--- src/rtl/multicycle_ctrl_fsm.sv ---
// Moore-style multicycle control FSM for the single-bus datapath: sequences
// R-type/lw/sw/beq/addi through DECODE/EXEC/MEM/WB with a start/busy/done handshake.
module multicycle_ctrl_fsm #(
  parameter int unsigned MEM_LAT = 1,
  parameter bit          EXT_OPS = 1'b1
) (
  input  logic       clk,
  input  logic       rst,
  input  logic       newinstr,
  input  logic [5:0] opcode,
  output logic       busy,
  output logic       done,
  output logic       illegal,
  output logic       overrun,
  output logic       RegWrite,
  output logic       MemRead,
  output logic       MemWrite,
  output logic       MemToReg,
  output logic       RegDst,
  output logic       ALUSrc,
  output logic [1:0] ALUOp,
  output logic       Branch,
  output logic [2:0] dbg_state
);

  // Handshake: newinstr is a request that is taken only while busy=0 (IDLE);
  // a request seen while busy is dropped and flagged on overrun; done marks
  // the single completion cycle of every accepted request.

  typedef enum logic [2:0] {
    S_IDLE   = 3'd0,
    S_DECODE = 3'd1,
    S_EXEC   = 3'd2,
    S_MEM    = 3'd3,
    S_WB     = 3'd4,
    S_DONE   = 3'd5
  } state_t;

  localparam logic [5:0] OP_RTYPE = 6'd0;
  localparam logic [5:0] OP_BEQ   = 6'd4;
  localparam logic [5:0] OP_ADDI  = 6'd8;
  localparam logic [5:0] OP_LW    = 6'd35;
  localparam logic [5:0] OP_SW    = 6'd43;
  localparam logic [3:0] CNT_LOAD = 4'(MEM_LAT - 1);

  state_t     r_state;
  state_t     w_next_state;
  logic [5:0] r_op_q;
  logic [3:0] r_wait_cnt;
  logic       r_overrun;

  logic w_is_r, w_is_lw, w_is_sw, w_is_beq, w_is_addi, w_legal, w_in_flight;

  assign w_is_r    = (r_op_q == OP_RTYPE);
  assign w_is_lw   = (r_op_q == OP_LW);
  assign w_is_sw   = (r_op_q == OP_SW);
  assign w_is_beq  = EXT_OPS && (r_op_q == OP_BEQ);
  assign w_is_addi = EXT_OPS && (r_op_q == OP_ADDI);
  assign w_legal   = w_is_r | w_is_lw | w_is_sw | w_is_beq | w_is_addi;

  // DONE is busy but a request there is a legitimate back-to-back, not an overrun.
  assign w_in_flight = (r_state == S_DECODE) || (r_state == S_EXEC) ||
                       (r_state == S_MEM)    || (r_state == S_WB);

  always_ff @(posedge clk or negedge rst) begin
    if (!rst) begin
      r_state    <= S_IDLE;
      r_op_q     <= '0;
      r_wait_cnt <= '0;
      r_overrun  <= 1'b0;
    end else begin
      r_state   <= w_next_state;
      r_overrun <= newinstr && w_in_flight;
      if ((r_state == S_IDLE) && newinstr) begin
        r_op_q <= opcode;
      end
      if (r_state == S_EXEC) begin
        r_wait_cnt <= CNT_LOAD;
      end else if ((r_state == S_MEM) && (r_wait_cnt != 4'd0)) begin
        r_wait_cnt <= r_wait_cnt - 4'd1;
      end
    end
  end

  always_comb begin
    w_next_state = r_state;
    busy         = 1'b0;
    done         = 1'b0;
    illegal      = 1'b0;
    RegWrite     = 1'b0;
    MemRead      = 1'b0;
    MemWrite     = 1'b0;
    Branch       = 1'b0;
    case (r_state)
      S_IDLE: begin
        if (newinstr) w_next_state = S_DECODE;
      end
      S_DECODE: begin
        busy         = 1'b1;
        w_next_state = w_legal ? S_EXEC : S_DONE;
      end
      S_EXEC: begin
        busy   = 1'b1;
        Branch = w_is_beq;
        if (w_is_lw || w_is_sw)  w_next_state = S_MEM;
        else if (w_is_beq)       w_next_state = S_DONE;
        else                     w_next_state = S_WB;
      end
      S_MEM: begin
        busy     = 1'b1;
        MemRead  = w_is_lw;
        MemWrite = w_is_sw;
        if (r_wait_cnt == 4'd0) w_next_state = w_is_lw ? S_WB : S_DONE;
      end
      S_WB: begin
        busy         = 1'b1;
        RegWrite     = 1'b1;
        w_next_state = S_DONE;
      end
      S_DONE: begin
        busy         = 1'b1;
        done         = 1'b1;
        illegal      = !w_legal;
        w_next_state = S_IDLE;
      end
      default: begin
        w_next_state = S_IDLE;
      end
    endcase
  end

  // Static datapath selects follow op_q for the whole instruction, zero when idle.
  assign MemToReg  = busy && w_is_lw;
  assign RegDst    = busy && w_is_r;
  assign ALUSrc    = busy && (w_is_lw || w_is_sw || w_is_addi);
  assign ALUOp     = !busy    ? 2'd0 :
                     w_is_r   ? 2'd2 :
                     w_is_beq ? 2'd1 : 2'd0;
  assign overrun   = r_overrun;
  assign dbg_state = r_state;

endmodule

--- config.mk ---
export PLATFORM = sky130hd
export DESIGN_NAME = multicycle_ctrl_fsm
export DESIGN_NICKNAME = d
export VERILOG_FILES = /design/src/rtl/multicycle_ctrl_fsm.sv
export SDC_FILE = /design/constraint.sdc
export NUM_CORES = 1
export LEC_CHECK = 0
export CAP_MARGIN = 10
export CORE_MARGIN = 3
export CORE_UTILIZATION = 49
export DETAILED_ROUTE_END_ITERATION = 10
export MAX_ROUTING_LAYER = met4
export PLACE_DENSITY = 0.83
export RECOVER_POWER = 25
export SETUP_SLACK_MARGIN = 0.05
export SYNTH_ARGS = -nofsm -noshare
export SYNTH_HDL_FRONTEND = slang
export SYNTH_SLANG_ARGS = --single-unit
--- constraint.sdc ---
create_clock -name clk -period 4.34 [get_ports clk]
set_input_delay 0.651 -clock clk [delete_from_list [all_inputs] [get_ports clk]]
set_output_delay 0.651 -clock clk [all_outputs]
set_load 0.01 [all_outputs]
==> reports/metrics.cfg, run 1 <==
[yosys]
synthesis.area_sq_um=855.8
synth_nets=96
synth.ff_latch_count=14
synth-seq-area-share_pct=40.94
syn_avg_cell_area_sq_um=9.951
netlist_instances=86
ys_warn_count=0
synth_cell_types=35

[setup_path]
cp-start-kind=flip-flop
crit_arrival_ns=2.20
required_ns=3.69
end_kind=output port
rr_worst_depth=6
reg2reg_slack_ns=2.71
critical_path_class=reg -> out
critPathMaxFanout=16
reg2reg_from=r_wait_cnt[0]$_DFFE_PN0P_
r2r-end=r_wait_cnt[0]$_DFFE_PN0P_

[finish]
final_cell_mix=clkdlybuf4s50_1, dfrtp_1, nand2_1, nor2_1, mux2_2
layout-drive-gt1-share_pct=16.51
final_common_cell=clkdlybuf4s50_1
final_nets=120
utilization_pct=70.00
fin_cells=125
area_delta_synth_final_pct=28.95
insertedDiodeCount=0

[routing]
routed_wirelength_mm=1.739
postRouteAntennaNets=0
drc=0
drt_iter0_markers=18
vias_per_cell=5.720
wl_per_cell_um=13.91
num_vias=715
first_pass_iters=4

[die]
core_sq_um=1577
initial_core_util_pct=54.29
die-area_sq_um=2284
io_pins=25
die_y_um=47.79
die_w_um=47.79
num_rows=14

[clock_tree]
htreeDepth=1
clk_pin_slew_ns=0.08
ctsHoldBuffers=0
clk_path_buf_depth=2
cts-root-buf=clkbuf_4
cts_buffers=3
cts_resized=0
clkSinkCount=14
post-cts-setup-buffers=0
clk_latency_ns=0.29
cts_tree=built

[place]
hpwl_mm=1.301
placed_cells=121
io_buffers=24
gp_congestion=0.8270

[sta]
worst_slew_pin_slew_ns=0.6409
fin_setup_tns_ns=0
grt_setup_unrepaired=false
fin_skew_ns=0.008126
slew_headroom_pct=57.13
final.min_clock_period_ns=2.854
slew_violations=0
hold_viol_final=0
setup_viol=0
finalCritPeriodShare_pct=65.77
fmax_mhz=350.3

[global_route]
grt_util_all_layers_pct=19.62
grt_antenna_before_repair=0
grt-ovfl-total=0
grt_pass1_vias=644
grt_pass1_wl_mm=2.904
grt_max_degree=17

[run]
cap_violations=0

[power_and_ir_drop]
powerDensity_nw_per_um2=620.2
ir_drop_mv=0.4360
p_leak_nw=0.4491

[hold_path]
min_to=r_wait_cnt[3]$_DFFE_PN0P_
hold_class=reg -> reg
worstHoldStart=r_wait_cnt[3]$_DFFE_PN0P_
holdPathStages=2

[outcome]
outcome=complete, no violations

-- area by class of cell --
| cell class | instances | area [sq um] |
|---|---|---|
| clock buffers | 4 | 36.28 |
| fillers | 137 | 473.0 |
| inverters | 5 | 18.77 |
| multi-input cells | 62 | 437.9 |
| flip-flops and latches | 14 | 350.3 |
| well taps | 16 | 20.02 |
| repair buffers | 24 | 240.2 |
-- flip-flops by register name (all words and copies together) (netlist names) --
name / flops
r_op_q: 6
overrun: 1
dbg_state: 3
r_wait_cnt: 4
-- layer usage --
metal	part of all wire (%)	vias up	track usage, %	wire [um]
met5	0	-	-	0
met2	47	23	29.02	822
li1	-	353	-	-
met1	45	335	24.02	786
met3	6.1	4	6.391	106
met4	1.4	0	9.140	24
-- cell usage after synthesis (all sizes together) --
master	instances	area share [%]
dfrtp	14	41
nand2	10	4.7
nor2	8	3.5
mux2	6	7.9
buf	5	5.7
inv	5	2.2
nor3	4	2.3
a21oi	3	1.8
nand3	3	1.8
and3	2	1.5
nand3b	2	1.8
nor4	2	1.5
or4	2	2.2
xor2	2	2.0
a22o	1	1.0
a311oi	1	1.8
and3b	1	1.2
and4	1	1.0
ha	1	1.5
nand4	1	0.73
nor2b	1	0.73
nor3b	1	0.88
nor4b	1	2.8
nor4bb	1	1.9
o211ai	1	0.88
o21ai	1	0.58
o21bai	1	0.88
o311ai	1	1.0
or2	1	0.73
or3	1	0.73
or3b	1	1.0
xnor2	1	1.0
-- power breakdown --
part	internal, mW	switching, mW	leakage (nW)
registers	0.178	0.0926	0.177
logic	0.188	0.128	0.251
clock network	0.0512	0.0461	0.0210
total	0.418	0.267	0.449
-- cell families (layout without fill, tap and decap cells) --
logic type      after synthesis  count (layout)  synth area share (%)
xor+xnor                      3               3                 3.071
simple gates                 43              43                 30.85
compound gates                9               9                 7.894
mux                           6               6                 7.894
buf+inv                      10              33                 7.894
flops                        14              14                 40.94
fa+ha+maj                     1               1                 1.462
-- metrics by stage --
step                setup WS [ns]  power, mW  hold slack [ns]  instance area (sq um)
floorplan                   2.085     0.4867           0.3554                  855.8
global placement            1.872     0.5794           0.5183                   1067
detailed placement          1.812     0.5921           0.5279                   1067
CTS                         1.481     0.6905           0.5491                   1104
global route                1.287     0.7413           0.5848                   1104
finish                      1.486     0.6845           0.5393                   1104
-- worst max-delay path by stage --
| stage | startpoint | to | slack (ns) | depth (start not counted) |
|---|---|---|---|---|
| after floorplan | r_op_q[1]$_DFFE_PN0P_ | ALUOp[1] | 2.09 | 3 |
| after global placement | r_op_q[1]$_DFFE_PN0P_ | ALUSrc | 1.87 | 5 |
| after detailed placement | dbg_state[1]$_DFFE_PN0P_ | ALUOp[1] | 1.81 | 4 |
| after CTS | dbg_state[1]$_DFFE_PN0P_ | ALUOp[1] | 1.48 | 4 |
| after global routing | dbg_state[1]$_DFFE_PN0P_ | ALUOp[1] | 1.29 | 4 |
| final | dbg_state[1]$_DFFE_PN0P_ | ALUOp[1] | 1.49 | 4 |
-- worst max-delay path: stages (launching register included) --
cell	delay (ns)
dfrtp_1	0.65
or3_1	0.20
nand2_1	0.11
nor4_1	0.34
clkdlybuf4s50_1	0.61
No activity file was read; power rests on OpenSTA's default activity.
==> inputs of run 2 (changes only) <==
CORE_UTILIZATION = 41   (was 49)
PLACE_DENSITY = 0.75   (was 0.83)
clock period = 2.5 ns   (was 4.34 ns; I/O delays follow)
==> reports/metrics.cfg, run 2 (synthesis gave the netlist of run 1 again) <==
[clock_tree]
htreeDepth=1  ; unchanged
cts_buffers=3  ; unchanged
cts_tree=built
clkSinkCount=14  ; unchanged
clk_path_buf_depth=2  ; unchanged
clk_pin_slew_ns=0.09  ; about the same
cts-root-buf=clkbuf_4
clk_latency_ns=0.29  ; about the same

[setup_path]
reg2reg_slack_ns=0.86  ; -1.85 ns
required_ns=2.12  ; -1.57 ns
cp_cell_sequence=nor4bb_4 -> nand2_2 -> nor3b_1 -> clkdlybuf4s50_1
end_kind=output port
cp-start-kind=flip-flop
crit_arrival_ns=2.00  ; -0.20 ns
critical_path_class=reg -> out
critPathMaxFanout=6  ; -10
r2r-end=dbg_state[0]$_DFFE_PN0P_
critPathMaxStageDelay_ns=0.57  ; -0.08 ns
rr_worst_depth=5  ; -1
reg2reg_from=r_op_q[5]$_DFFE_PN0P_
crit_slowest_cell=clkdlybuf4s50_1

[routing]
num_vias=713  ; -0.28%
wl_per_cell_um=13.06  ; -6.1%
first_pass_iters=4  ; unchanged
postRouteAntennaNets=0  ; unchanged
routed_wirelength_mm=1.789  ; +2.9%
drc=0  ; unchanged
vias_per_cell=5.204  ; -9.0%
drt_iter0_markers=5  ; -13

[finish]
final_common_cell=clkdlybuf4s50_1
layout-drive-gt1-share_pct=22.32  ; +5.8 points
area_delta_synth_final_pct=34.94
largest_reg_flops=6  ; unchanged
ff_latch_area_sq_um=352.8  ; +0.71%
insertedDiodeCount=0  ; unchanged
design_area_sq_um=1155  ; +4.6%
utilization_pct=62.79  ; -7.2 points
multi_input_area_sq_um=454.2  ; +3.7%
top_register=r_op_q
final_cell_mix=clkdlybuf4s50_1, dfrtp_1, nand2_1, nor2_1, mux2_2
nFillCells=168  ; +23%
final_nets=123  ; +2.5%

[hold_path]
hold_class=in -> async

[die]
initial_core_util_pct=46.53  ; -7.8 points
io_pins=25  ; unchanged
die_y_um=51.69  ; +8.2%
core_sq_um=1839  ; +17%
die_w_um=51.69  ; +8.2%
num_rows=15  ; +1
die-area_sq_um=2671  ; +17%

[sta]
grt_setup_unrepaired=true
finalCritPeriodShare_pct=94.86
fin_setup_tns_ns=0  ; unchanged
slew_violations=0  ; unchanged
hold_viol_final=0  ; unchanged
setup_viol=0  ; unchanged
slew_headroom_pct=57.61  ; +0.48 points
worst_slew_pin_slew_ns=0.6337  ; -0.007157 ns
fmax_mhz=421.7
fin_skew_ns=0.009457  ; +0.001331 ns
fin_ws_ns=0.1284  ; -1.357 ns
final.min_clock_period_ns=2.372

[power_and_ir_drop]
p_leak_nw=0.4994  ; +11%
ir_drop_mv=0.5740  ; +32%
p_comb_share_pct=49.1  ; +2.9 points
powerDensity_nw_per_um2=1072  ; +73%
p_sw_mw=0.4793  ; +80%
swShare_pct=38.71  ; -0.29 points
internal_power_mw=0.7589  ; +82%
seq_power_share_pct=37.6  ; -2.0 points
power_mw=1.238  ; +81%
clkPwrFrac_pct=13.3  ; -0.9 points

[global_route]
grt_max_degree=15  ; -2
grt_pass1_vias=697  ; +8.2%
grt_util_all_layers_pct=15.57  ; -4.1 points
grtUsageMet3_pct=2.865  ; -3.5 points
grt.busiest_layer=met2
grt_pass1_wl_mm=3.022  ; +4.1%
grt-ovfl-total=0  ; unchanged
grt.met1_usage_pct=18.17  ; -5.9 points
grt_antenna_before_repair=0  ; unchanged
gr-usage-met2_pct=26.27  ; -2.8 points

[place]
gp_congestion=0.8434  ; +2.0%
place_area_sq_um=1094  ; +2.5%
hpwl_mm=1.385  ; +6.4%
io_buffers=24  ; unchanged
place_ws_ns=0.2938  ; -1.518 ns

[outcome]
outcome=complete, no violations

[run]
cap_violations=0  ; unchanged

==> run 2: cell types whose count changed in the layout (fill, tap and decap cells not counted), moves of 2 or more <==
cell and delta:
buf_4 +3, clkdlybuf4s50_1 -4, dfrtp_1 -2, dfrtp_2 +2, dlygate4sd2_1 +3
==> run 2: metrics by stage <==
stage | cells | hold slack (ns)
after CTS | 136 | 0.4940
after global routing | 137 | 0.5859
after floorplan | 86 | 0.07941
final | 137 | 0.5406
after global placement | 132 | 0.5152
after detailed placement | 132 | 0.5372
==> run 2: cell type report <==
type,instances,share of cell area [%]
inverters,5,1.625
repair buffers,27,22.64
well taps,25,2.709
clock buffers,4,3.142
multi-input cells,62,39.33
flip-flops and latches,14,30.55
==> run 2: power groups by stage <==
stage / combinational (mW) / sequential (mW) / clock [mW]
after floorplan: 0.446 / 0.399 / 0
after global placement: 0.594 / 0.445 / 0
after detailed placement: 0.603 / 0.452 / 0
after CTS: 0.609 / 0.455 / 0.169
after global routing: 0.668 / 0.486 / 0.182
final: 0.608 / 0.465 / 0.165
==> run 2: timing repair <==
action,CTS,global route
pin swaps,0,1
setup endpoints to repair,4,4
setup buffers,0,1
gates resized for setup,4,5
hold buffers,0,0
==> run 2: metal layers <==
| layer | wire [um] | part of all wire (%) | vias up |
|---|---|---|---|
| met5 | 0 | 0 | - |
| li1 | - | - | 362 |
| met1 | 851 | 48 | 329 |
| met4 | 25 | 1.4 | 0 |
| met3 | 76 | 4.2 | 4 |
| met2 | 836 | 47 | 18 |
==> run 2: worst max-delay path by stage <==
stage,startpoint,slack (ns),cells past startpoint,to
after CTS,r_op_q[2]$_DFFE_PN0P_,0.05,4,MemRead
after global placement,r_op_q[1]$_DFFE_PN0P_,0.32,3,RegDst
after global routing,r_op_q[2]$_DFFE_PN0P_,-0.0001,4,MemRead
final,r_op_q[4]$_DFFE_PN0P_,0.13,4,MemRead
after detailed placement,r_op_q[1]$_DFFE_PN0P_,0.29,5,ALUSrc
after floorplan,r_op_q[1]$_DFFE_PN0P_,0.52,3,ALUOp[1]
==> run 2: worst max-delay path, delay by kind of cell (launching register included) <==
family | cells | cell delay (ns)
and+or+nand+nor | 3 | 0.69
DFF | 1 | 0.45
buffers and inverters | 1 | 0.57
